--- src/rtl/jzjpcc_mem_load_returner.sv ---
// jzjpcc_mem_load_returner
// Memory-stage load return path. A load captured in IDLE waits in WAIT for
// the data bus, then the addressed byte/halfword/word is extended and
// handed to writeback as a registered one-cycle pulse. A watchdog aborts
// loads whose response never arrives.
//
// Optional feature macro: JZJPCC_LOAD_MISALIGN_CHECK_EN
//   defined   -> misaligned LH/LHU/LW are rejected in IDLE and reported on
//                loadMisaligned instead of being issued.
//   undefined -> loadMisaligned stays 0 and every load is issued.
module jzjpcc_mem_load_returner #(
  parameter int TIMEOUT_CYCLES = 255
) (
  input  logic        clock,
  input  logic        reset,
  input  logic        loadStart_execute,
  input  logic [2:0]  funct3_execute,
  input  logic [1:0]  byteOffset_execute,
  input  logic [4:0]  rdAddress_execute,
  input  logic        memReadValid,
  input  logic [31:0] memReadData,
  output logic [31:0] loadResult_writeback,
  output logic        loadResultValid_writeback,
  output logic [4:0]  rdAddress_writeback,
  output logic        loadBusy,
  output logic        loadTimeout,
  output logic        loadMisaligned
);

  typedef enum logic [0:0] {
    ST_IDLE = 1'b0,
    ST_WAIT = 1'b1
  } state_t;

  // Counter value on which a still-unanswered WAIT cycle gives up.
  localparam logic [7:0] TIMEOUT_LAST = 8'(TIMEOUT_CYCLES - 1);

  state_t      r_state;
  logic [7:0]  r_count;
  logic [2:0]  r_funct3;
  logic [1:0]  r_offset;
  logic [4:0]  r_rd;
  logic [31:0] r_result;
  logic        r_valid;
  logic [4:0]  r_rd_wb;
  logic        r_timeout;
  logic        r_misaligned;
  logic        w_misaligned;

  // Select and extend the loaded field from the returned word.
  function automatic logic [31:0] extract_load(
    input logic [2:0]  f3,
    input logic [1:0]  off,
    input logic [31:0] word
  );
    logic [7:0]  v_byte;
    logic [15:0] v_half;
    logic [31:0] v_res;
    case (off)
      2'd0:    v_byte = word[7:0];
      2'd1:    v_byte = word[15:8];
      2'd2:    v_byte = word[23:16];
      2'd3:    v_byte = word[31:24];
      default: v_byte = word[7:0];
    endcase
    // Bit 0 of the offset is deliberately ignored for halfwords.
    v_half = off[1] ? word[31:16] : word[15:0];
    case (f3)
      3'b000:  v_res = {{24{v_byte[7]}}, v_byte};
      3'b001:  v_res = {{16{v_half[15]}}, v_half};
      3'b010:  v_res = word;
      3'b100:  v_res = {24'h000000, v_byte};
      3'b101:  v_res = {16'h0000, v_half};
      default: v_res = 32'h00000000;
    endcase
    return v_res;
  endfunction

`ifdef JZJPCC_LOAD_MISALIGN_CHECK_EN
  // Halfwords need an even offset, words need offset 0; bytes never fault.
  function automatic logic is_misaligned(
    input logic [2:0] f3,
    input logic [1:0] off
  );
    logic v_mis;
    case (f3)
      3'b001:  v_mis = off[0];
      3'b101:  v_mis = off[0];
      3'b010:  v_mis = (off != 2'd0);
      default: v_mis = 1'b0;
    endcase
    return v_mis;
  endfunction

  assign w_misaligned = is_misaligned(funct3_execute, byteOffset_execute);
`else
  assign w_misaligned = 1'b0;
`endif

  // Load FSM: capture in IDLE, wait for data or watchdog in WAIT.
  always_ff @(posedge clock) begin
    if (reset) begin
      r_state      <= ST_IDLE;
      r_count      <= 8'd0;
      r_funct3     <= 3'b000;
      r_offset     <= 2'd0;
      r_rd         <= 5'd0;
      r_result     <= 32'h00000000;
      r_valid      <= 1'b0;
      r_rd_wb      <= 5'd0;
      r_timeout    <= 1'b0;
      r_misaligned <= 1'b0;
    end else begin
      // Pulses default low and are raised only for the cycle they report.
      r_valid      <= 1'b0;
      r_timeout    <= 1'b0;
      r_misaligned <= 1'b0;
      case (r_state)
        ST_IDLE: begin
          // Responses arriving here are stale and simply dropped.
          if (loadStart_execute) begin
            if (w_misaligned) begin
              r_misaligned <= 1'b1;
              r_state      <= ST_IDLE;
            end else begin
              r_funct3 <= funct3_execute;
              r_offset <= byteOffset_execute;
              r_rd     <= rdAddress_execute;
              r_count  <= 8'd0;
              r_state  <= ST_WAIT;
            end
          end else begin
            r_state <= ST_IDLE;
          end
        end
        ST_WAIT: begin
          // Data takes priority over a watchdog expiring in the same cycle.
          if (memReadValid) begin
            r_result <= extract_load(r_funct3, r_offset, memReadData);
            r_rd_wb  <= r_rd;
            r_valid  <= 1'b1;
            r_state  <= ST_IDLE;
          end else if (r_count == TIMEOUT_LAST) begin
            r_timeout <= 1'b1;
            r_state   <= ST_IDLE;
          end else begin
            r_count <= r_count + 8'd1;
            r_state <= ST_WAIT;
          end
        end
        default: begin
          r_state <= ST_IDLE;
        end
      endcase
    end
  end

  // Stall the pipeline for as long as a load is outstanding.
  assign loadBusy                  = (r_state == ST_WAIT);
  assign loadResult_writeback      = r_result;
  assign loadResultValid_writeback = r_valid;
  assign rdAddress_writeback       = r_rd_wb;
  assign loadTimeout               = r_timeout;
  assign loadMisaligned            = r_misaligned;

endmodule

--- config.mk ---
export PLATFORM = sky130hd
export DESIGN_NAME = jzjpcc_mem_load_returner
export DESIGN_NICKNAME = d
export VERILOG_FILES = /design/src/rtl/jzjpcc_mem_load_returner.sv
export SDC_FILE = /design/constraint.sdc
export NUM_CORES = 1
export LEC_CHECK = 0
export CORE_AREA = 5 5 99 74
export DETAILED_ROUTE_END_ITERATION = 6
export DIE_AREA = 0 0 104 79
export GPL_TIMING_DRIVEN = 1
export HOLD_SLACK_MARGIN = 0.06
export PLACE_DENSITY = 0.82
export SYNTH_ARGS = -nofsm -noshare
export SYNTH_HDL_FRONTEND = slang
export SYNTH_SLANG_ARGS = --single-unit
--- constraint.sdc ---
create_clock -name clock -period 2 [get_ports clock]
set_input_delay 0.2 -clock clock [delete_from_list [all_inputs] [get_ports clock]]
set_output_delay 0.2 -clock clock [all_outputs]
set_load 0.05 [all_outputs]
Word-level counts from Yosys, hierarchy flattened
Index checks and enable logic that the tools add are counted.
{ "classes": {"addsub": 1, "n_mul": 0, "n_div": 0, "n_lt_le_gt_ge": 0, "eq_ne": 11, "n_shift": 0, "muxes": 13, "bitwise_logic": 1, "n_reduce_logical": 7} }
{ "op_table": {"columns": ["operator", "n"], "rows": [
  ["one-hot mux 32 bit (5 select lines)", 1],
  ["one-hot mux 8 bit (4 select lines)", 1],
  ["2-to-1 mux 8 bit", 3],
  ["2-to-1 mux 16 bit", 1],
  ["one-hot mux 8 bit (2 select lines)", 1],
  ["adder 8 x 1 -> 8 bit, second input constant", 1],
  ["== test 8 bit, second input constant", 1],
  ["== test 3 bit, second input constant", 2],
  ["!= test 2 bit, second input constant", 3],
  ["2-to-1 mux 1 bit", 5],
  ["== test 2 bit, second input constant", 2],
  ["AND reduction 2 bit", 2],
  ["== test 3 x 1 -> 1 bit, second input constant", 1],
  ["== test 3 x 2 -> 1 bit, second input constant", 1],
  ["zero test 3 bit", 1],
  ["AND reduction 3 bit", 1],
  ["OR reduction 3 bit", 1],
  ["== test 2 x 1 -> 1 bit, second input constant", 1],
  ["zero test 2 bit", 1],
  ["one-hot mux 1 bit (2 select lines)", 1],
  ["OR reduction 2 bit", 1],
  ["NOT 1 bit", 1]
]} }
{ "word_totals": {"ff_bits": 58, "latch_bits": 0, "ramBits": 0, "mem_bits_ro": 0, "wordCells": 42, "mem_count": 0} }

Logic depth before layout (Yosys ltp)
Gate-level depths: netlist of the first run.
{ "depth": {"word_depth": 4, "depth_mapped": 7} }

Worst setup path before layout of the first run
Ideal clock, no wire load.
{ "synth_path": {"path_kind": "register to register", "startpoint": "reg r_state, in the netlist loadBusy", "endpoint": "reg r_result[2], in the netlist loadResult_writeback[2]", "setup_ns": 0.086, "t_arrival_ns": 1.723, "t_required_ns": 1.914, "slack_ns": 0.191, "path_stages_with_launch": 8, "period_less_slack_ns": 1.809, "cell_sequence": "dfxtp_1 and2_1 buf_4 and2_1 buf_4 buf_6 o221ai_1 a221oi_2"} }
{ "synth_between": {"elab_chain_len": 1} }
{ "synth_lines": {"columns": ["element", "line", "source"], "rows": [
  ["start: declaration", "38", "state_t r_state;"],
  ["start signal: assignment", "103", "r_state <= ST_IDLE;"],
  ["start signal: assignment", "124", "r_state <= ST_IDLE;"],
  ["start signal: assignment", "130", "r_state <= ST_WAIT;"],
  ["AND reduction 2 bit (no line)", null, null],
  ["end signal: assignment", "139", "r_result <= extract_load(r_funct3, r_offset, memReadData);"],
  ["end: declaration", "43", "logic [31:0] r_result;"]
]} }
Every way passes these cells.
A chain may end at the register's enable or synchronous reset.

Worst setup path after layout of the first run
{ "layout_path": {"startpoint": "reg r_funct3[0]", "endpoint": "reg r_result[7], in the netlist loadResult_writeback[7]"} }
{ "layout_between": {"elab_chain_len": 2} }
{ "layout_lines": {"columns": ["element", "line", "source"], "rows": [
  ["start: declaration", "40", "logic [2:0] r_funct3;"],
  ["start signal: assignment", "126", "r_funct3 <= funct3_execute;"],
  ["== test 3 bit, or another cell as far along", "68", "case (f3)"],
  ["one-hot mux 32 bit (5 select lines) (*)", "68", null]
]} }
Mark *: on every way between the ends. The rest lies on a longest branch, timed or not.

==> results of run 1 <==
## worst max-delay path: stages (launching register included)
cell and delay, ns:
dfxtp_1 0.50, buf_4 0.22, nand2_1 0.09, nor2_1 0.48, a222oi_1 0.20, a211oi_1 0.29
## registers in the layout, summed over array words and instances, names as in the netlist
signal                     flops
loadBusy                       1
loadResultValid_writeback      1
loadResult_writeback          32
loadTimeout                    1
r_count                        8
r_funct3                       3
r_offset                       2
r_rd                           5
rdAddress_writeback            5
## cell usage in the layout (no fill, tap or decap), types with 3 or more instances in the layout
cell type / count
and2_1: 3
a22oi_1: 16
buf_4: 9
clkdlybuf4s50_1: 84
mux2i_1: 4
a211oi_1: 24
a221oi_2: 6
dfxtp_1: 58
nor2b_1: 3
a222oi_1: 9
o221ai_1: 13
clkbuf_8: 9
buf_12: 3
nand3_1: 3
xor2_1: 3
nand2b_1: 8
a21oi_1: 48
inv_1: 4
nor2_1: 20
nand2_1: 50
## layout make-up
| type | count | area share, % |
|---|---|---|
| Clock buffer | 10 | 3.19 |
| Clock inverter | 6 | 2.25 |
| Inverter | 4 | 0.375 |
| Multi-Input combinational cell | 241 | 38.3 |
| Sequential cell | 58 | 29.0 |
| Tap cell | 81 | 2.53 |
| Timing Repair Buffer | 97 | 24.3 |
## kinds of logic (layout without fill, tap and decap cells)
group / Yosys count / after routing / synth area share [%]
DFF: 58 / 58 / 40.8
and+or+nand+nor: 99 / 99 / 16.3
xor gates and xnor gates: 3 / 3 / 0.924
buffers and inverters: 33 / 117 / 5.41
other: 1 / 1 / 0.132
adders and majority gates: 2 / 2 / 0.880
muxes: 6 / 6 / 2.20
AOI/OAI and AO/OA: 130 / 130 / 33.3
## stage by stage
| stage | hold WS, ns | area, sq um |
|---|---|---|
| 5_1_grt | 0.382 | 4000 |
| 6_report | 0.329 | 4000 |
| 2_1_floorplan | 0.336 | 2840 |
| 4_1_cts | 0.317 | 4000 |
| 3_5_place_dp | 0.448 | 3780 |
| 3_3_place_gp | 0.437 | 3780 |
## power groups by stage
stage                     Sequential (uW)  Clock [uW]  Combinational [uW]
after detailed placement             1260           0                 561
after global placement               1260           0                 548
final                                1240        1190                 565
after global routing                 1240        1260                 605
after CTS                            1230        1210                 562
after floorplan                      1330           0                 249
## synthesized netlist by cell type, drive strengths merged, types with 4 or more instances
library cell	count
a211oi	24
a21oi	49
a221oi	7
a222oi	9
a22oi	16
buf	14
clkbuf	15
dfxtp	58
inv	4
mux2i	4
nand2	51
nand2b	8
nor2	20
o221ai	14
## how the worst max path moves through the flow
stage | start | end | slack, ns | cells after the start
after floorplan | loadBusy$_SDFF_PP0_ | loadResult_writeback[2]$_SDFFE_PP0P_ | 0.19 | 7
after CTS | loadBusy$_SDFF_PP0_ | loadBusy | 0.14 | 1
final | r_funct3[0]$_SDFFE_PP0P_ | loadResult_writeback[7]$_SDFFE_PP0P_ | 0.14 | 5
after detailed placement | memReadValid | loadResult_writeback[0]$_SDFFE_PP0P_ | 0.19 | 6
after global routing | r_funct3[0]$_SDFFE_PP0P_ | loadResult_writeback[8]$_SDFFE_PP0P_ | 0.02 | 5
after global placement | memReadValid | loadResult_writeback[5]$_SDFFE_PP0P_ | 0.24 | 6
## routing by layer
layer,up-vias,GRT usage [%],share of wire (%)
met4,0,6.99,1.8
li1,1408,-,-
met5,-,0,0
met3,18,6.99,10
met1,1384,27.7,45
met2,151,29.9,43
==> reports/qor.yml, run 1 <==
detailed_routing:
  drc_errors: 0
  ant_nets: 0
  vias: 2961
  detail_route.wl_per_cell_um: 17.1
  vias_per_cell: 5.96
  drt-initial-drc-count: 224
  drt-pass1-iter-count: 5
  drt-total-wl_um: 8510
clock_tree:
  clk_transition_reported_paths_ns: 0.07
  cts.repair.resized: 0
  clk_path_buf_depth: 2
  clockRootBuffer: "clkbuf_8"
  cts_setup_buffers: 0
  cts_max_level: 3
  cts.sink_count: 58
  cts_buffers: 9
  hold_buffers: 0
  clk_latency_ns: 0.34
  cts_tree: "yes"
placed_design:
  port-buffer-count: 85
  place_congestion: 0.899
  dp_slack_ns: 0.192
  dpl.hpwl_um: 6190
  dp_cells: 481
setup_path:
  crit_path_start_kind: "register"
  crit_type: "register to register"
  cp_max_fo: 9
  r2r_slack_ns: 0.14
  end_kind: "register"
  ff2ff_path_depth: 5
  r2r_end: "loadResult_writeback[7]$_SDFFE_PP0P_"
  worstReg2RegStart: "r_funct3[0]$_SDFFE_PP0P_"
  required_ns: 2.24
  arrival_ns: 2.11
die:
  die_w_um: 104
  fp-row-count: 25
  dieArea_sq_mm: 0.00822
  ios: 87
  die_h_um: 79
  initial_core_util_pct: 44.6
  core_sq_mm: 0.00638
finish:
  nets: 459
  layout-area-overhead-vs-synth_pct: 40.7
  insertedDiodeCount: 0
  layout.cells.non_filler: 497
  multiInputGateArea_sq_mm: 0.00153
  fillers: 547
  post-route-util_pct: 62.7
  area.sequential_sq_mm: 0.00116
  drive_gt1_share_pct: 10.1
sta:
  timing.slew.headroom_pct: 61.3
  rsz0062_at_grt: "false"
  tightest_slew_ns: 0.579
  post-route-period-util_pct: 93.1
  max_freq_mhz: 537
  period_minus_slack_ns: 1.86
  fin_skew_ns: 0.0102
  fin_setup_tns_ns: 0
  finalSetupViolations: 0
  setup_slack_ns: 0.138
  slew_viol_final: 0
  hold_viol_final: 0
yosys:
  yosysTopAreaCellShare_pct: 40.8
  seq_area_frac_synth_pct: 40.8
  synth_area_sq_mm: 0.00284
  synth_cell_type_count: 44
  synth-edff-count: 0
  ys_top_cells_by_area: "dfxtp_1 41%, a21oi_1 8.4%, nand2_1 6.7%"
  async_flop_share_pct: 0
  synth_seq_cells: 58
  synth.net_count: 380
  synth_area_leader_cell: "dfxtp_1"
  ys_warn_count: 0
  avgSynthCellArea_sq_um: 8.57
  ys.flop_type: "dfxtp_1"
  synthCells: 332
power:
  power.leakage_uw: 0.00131
  p_switching_uw: 858
  power_frac_clock_pct: 39.9
  irDropWorstVdd_mv: 0.488
  p_per_area_mw_per_mm2: 748
  sw_frac_of_total_pct: 28.7
  pwr-share-seq_pct: 41.3
  intPower_uw: 2140
  p_comb_share_pct: 18.9
  power_uw: 2990
hold_path:
  min_delay_worst_endpoint: "loadResultValid_writeback$_SDFF_PP0_"
  holdPathStages: 2
  hp-class: "input port to register"
  hold_start: "reset"
grt:
  grt_max_degree: 47
  grt_use_total_pct: 20.3
  grt_first_pass_wirelength_um: 13600
  grt_pass1_vias: 2719
  grt_overflow: 0
  antenna_found_initial: 0
job:
  drv_cap: 0
status:
  status: "finished, final reports clean"
Note: power is estimated with default switching activity, not from simulation.
==> run 2, diff against run 1 <==
Settings changed: CORE_AREA 5 5 99 74 to 5 5 107 79, DIE_AREA 0 0 104 79 to 0 0 112 84, PLACE_DENSITY 0.82 to 0.69.
==> reports/qor.yml, run 2 (synthesis results as in run 1) <==
status:
  status: "finished, final reports clean"
clock_tree:
  cts_buffers: 9
  clk_transition_reported_paths_ns: 0.06
  cts.sink_count: 58
  clk_path_buf_depth: 2
  cts_tree: "yes"
  cts_setup_buffers: 0
  clockRootBuffer: "clkbuf_8"
  clk_latency_ns: 0.34
  cts_max_level: 3
  cts.repair.resized: 0
  hold_buffers: 0
finish:
  layout_common_cells: "84 x clkdlybuf4s50_1, 58 x dfxtp_1, 50 x nand2_1"
  nets: 464
  largest_reg_flops: 32
  fin_area_sq_mm: 0.00405
  drive_gt1_share_pct: 11.2
  post-route-util_pct: 54.3
  final_common_cell: "clkdlybuf4s50_1"
  layout-area-overhead-vs-synth_pct: 42.5
  fillers: 681
  insertedDiodeCount: 0
placed_design:
  dp_slack_ns: 0.158
  dpl.hpwl_um: 6310
  place_area_sq_mm: 0.00383
  port-buffer-count: 85
  place_congestion: 0.838
die:
  fp-row-count: 27
  ios: 87
  dieArea_sq_mm: 0.00941
  die_w_um: 112
  initial_core_util_pct: 38.1
  die_h_um: 84
  core_sq_mm: 0.00747
setup_path:
  path_cells: "clkdlybuf4s50_1"
  end_kind: "primary output"
  r2r_end: "r_count[7]$_SDFFE_PP0P_"
  slowest_delay_ns: 0.85
  crit_family: "buffers and inverters"
  crit_path_start_kind: "register"
  crit_buf_inv: 1
  r2r_slack_ns: 0.27
  arrival_ns: 1.63
  cp_max_fo: 8
  crit_type: "register to primary output"
  crit_path_top_delay_cell: "clkdlybuf4s50_1"
  worstReg2RegStart: "r_count[0]$_SDFFE_PP0P_"
  required_ns: 1.80
  ff2ff_path_depth: 6
hold_path:
  min_delay_worst_endpoint: "loadResultValid_writeback$_SDFF_PP0_"
  holdPathStages: 2
  hold_start: "reset"
  hp-class: "input port to register"
detailed_routing:
  drt-total-wl_um: 9080
  drt-initial-drc-count: 219
  drt-pass1-iter-count: 6
  drc_errors: 0
  vias_per_cell: 5.65
  detail_route.wl_per_cell_um: 17.4
  vias: 2950
  ant_nets: 0
grt:
  grt_pass1_vias: 2807
  grt_max_degree: 37
  grt_use_total_pct: 18.9
  antenna_found_initial: 0
  grt_overflow: 0
  grt_first_pass_wirelength_um: 14400
power:
  power_uw: 3030
  irDropWorstVdd_mv: 0.365
  p_per_area_mw_per_mm2: 748
  power.leakage_uw: 0.00133
sta:
  timing.slew.headroom_pct: 53.0
  fin_skew_ns: 0.00748
  slew_viol_final: 0
  post-route-period-util_pct: 91.5
  max_freq_mhz: 547
  setup_slack_ns: 0.171
  fin_setup_tns_ns: 0
  period_minus_slack_ns: 1.83
  hold_viol_final: 0
  tightest_slew_ns: 0.706
  rsz0062_at_grt: "false"
  finalSetupViolations: 0
job:
  drv_cap: 0
run 2: area by class of cell:
type | instances | area (sq um) | area share [%]
Multi-Input combinational cell | 241 | 1530 | 37.8
Clock inverter | 5 | 77.6 | 1.91
Clock buffer | 11 | 141 | 3.49
Timing Repair Buffer | 102 | 998 | 24.6
Tap cell | 101 | 126 | 3.12
Inverter | 4 | 15.0 | 0.371
Sequential cell | 58 | 1160 | 28.7
run 2: metal layers:
layer,track usage [%],up-vias,share of wire [%]
met3,6.30,9,10
met1,25.3,1382,44
met5,0,-,0
met2,28.9,149,45
met4,5.79,0,0.66
li1,-,1410,-
run 2: worst max path at each step:
| stage | startpoint | endpoint | slack, ns | cells after the start |
|---|---|---|---|---|
| floorplan | loadBusy$_SDFF_PP0_ | loadResult_writeback[2]$_SDFFE_PP0P_ | 0.19 | 7 |
| global placement | memReadValid | loadResult_writeback[17]$_SDFFE_PP0P_ | 0.20 | 5 |
| detailed placement | memReadValid | loadResult_writeback[19]$_SDFFE_PP0P_ | 0.16 | 5 |
| CTS | loadBusy$_SDFF_PP0_ | loadBusy | 0.15 | 1 |
| global route | loadBusy$_SDFF_PP0_ | loadBusy | 0.09 | 1 |
| finish | loadBusy$_SDFF_PP0_ | loadBusy | 0.17 | 1 |
run 2: per-stage QoR:
step | hold WS, ns | cells
2_1_floorplan | 0.336 | 332
3_3_place_gp | 0.438 | 506
3_5_place_dp | 0.445 | 506
4_1_cts | 0.378 | 522
5_1_grt | 0.408 | 522
6_report | 0.402 | 522
run 2: power by group:
part	switching [uW]	internal (uW)
registers	39.3	1190
logic	336	238
clock network	489	732
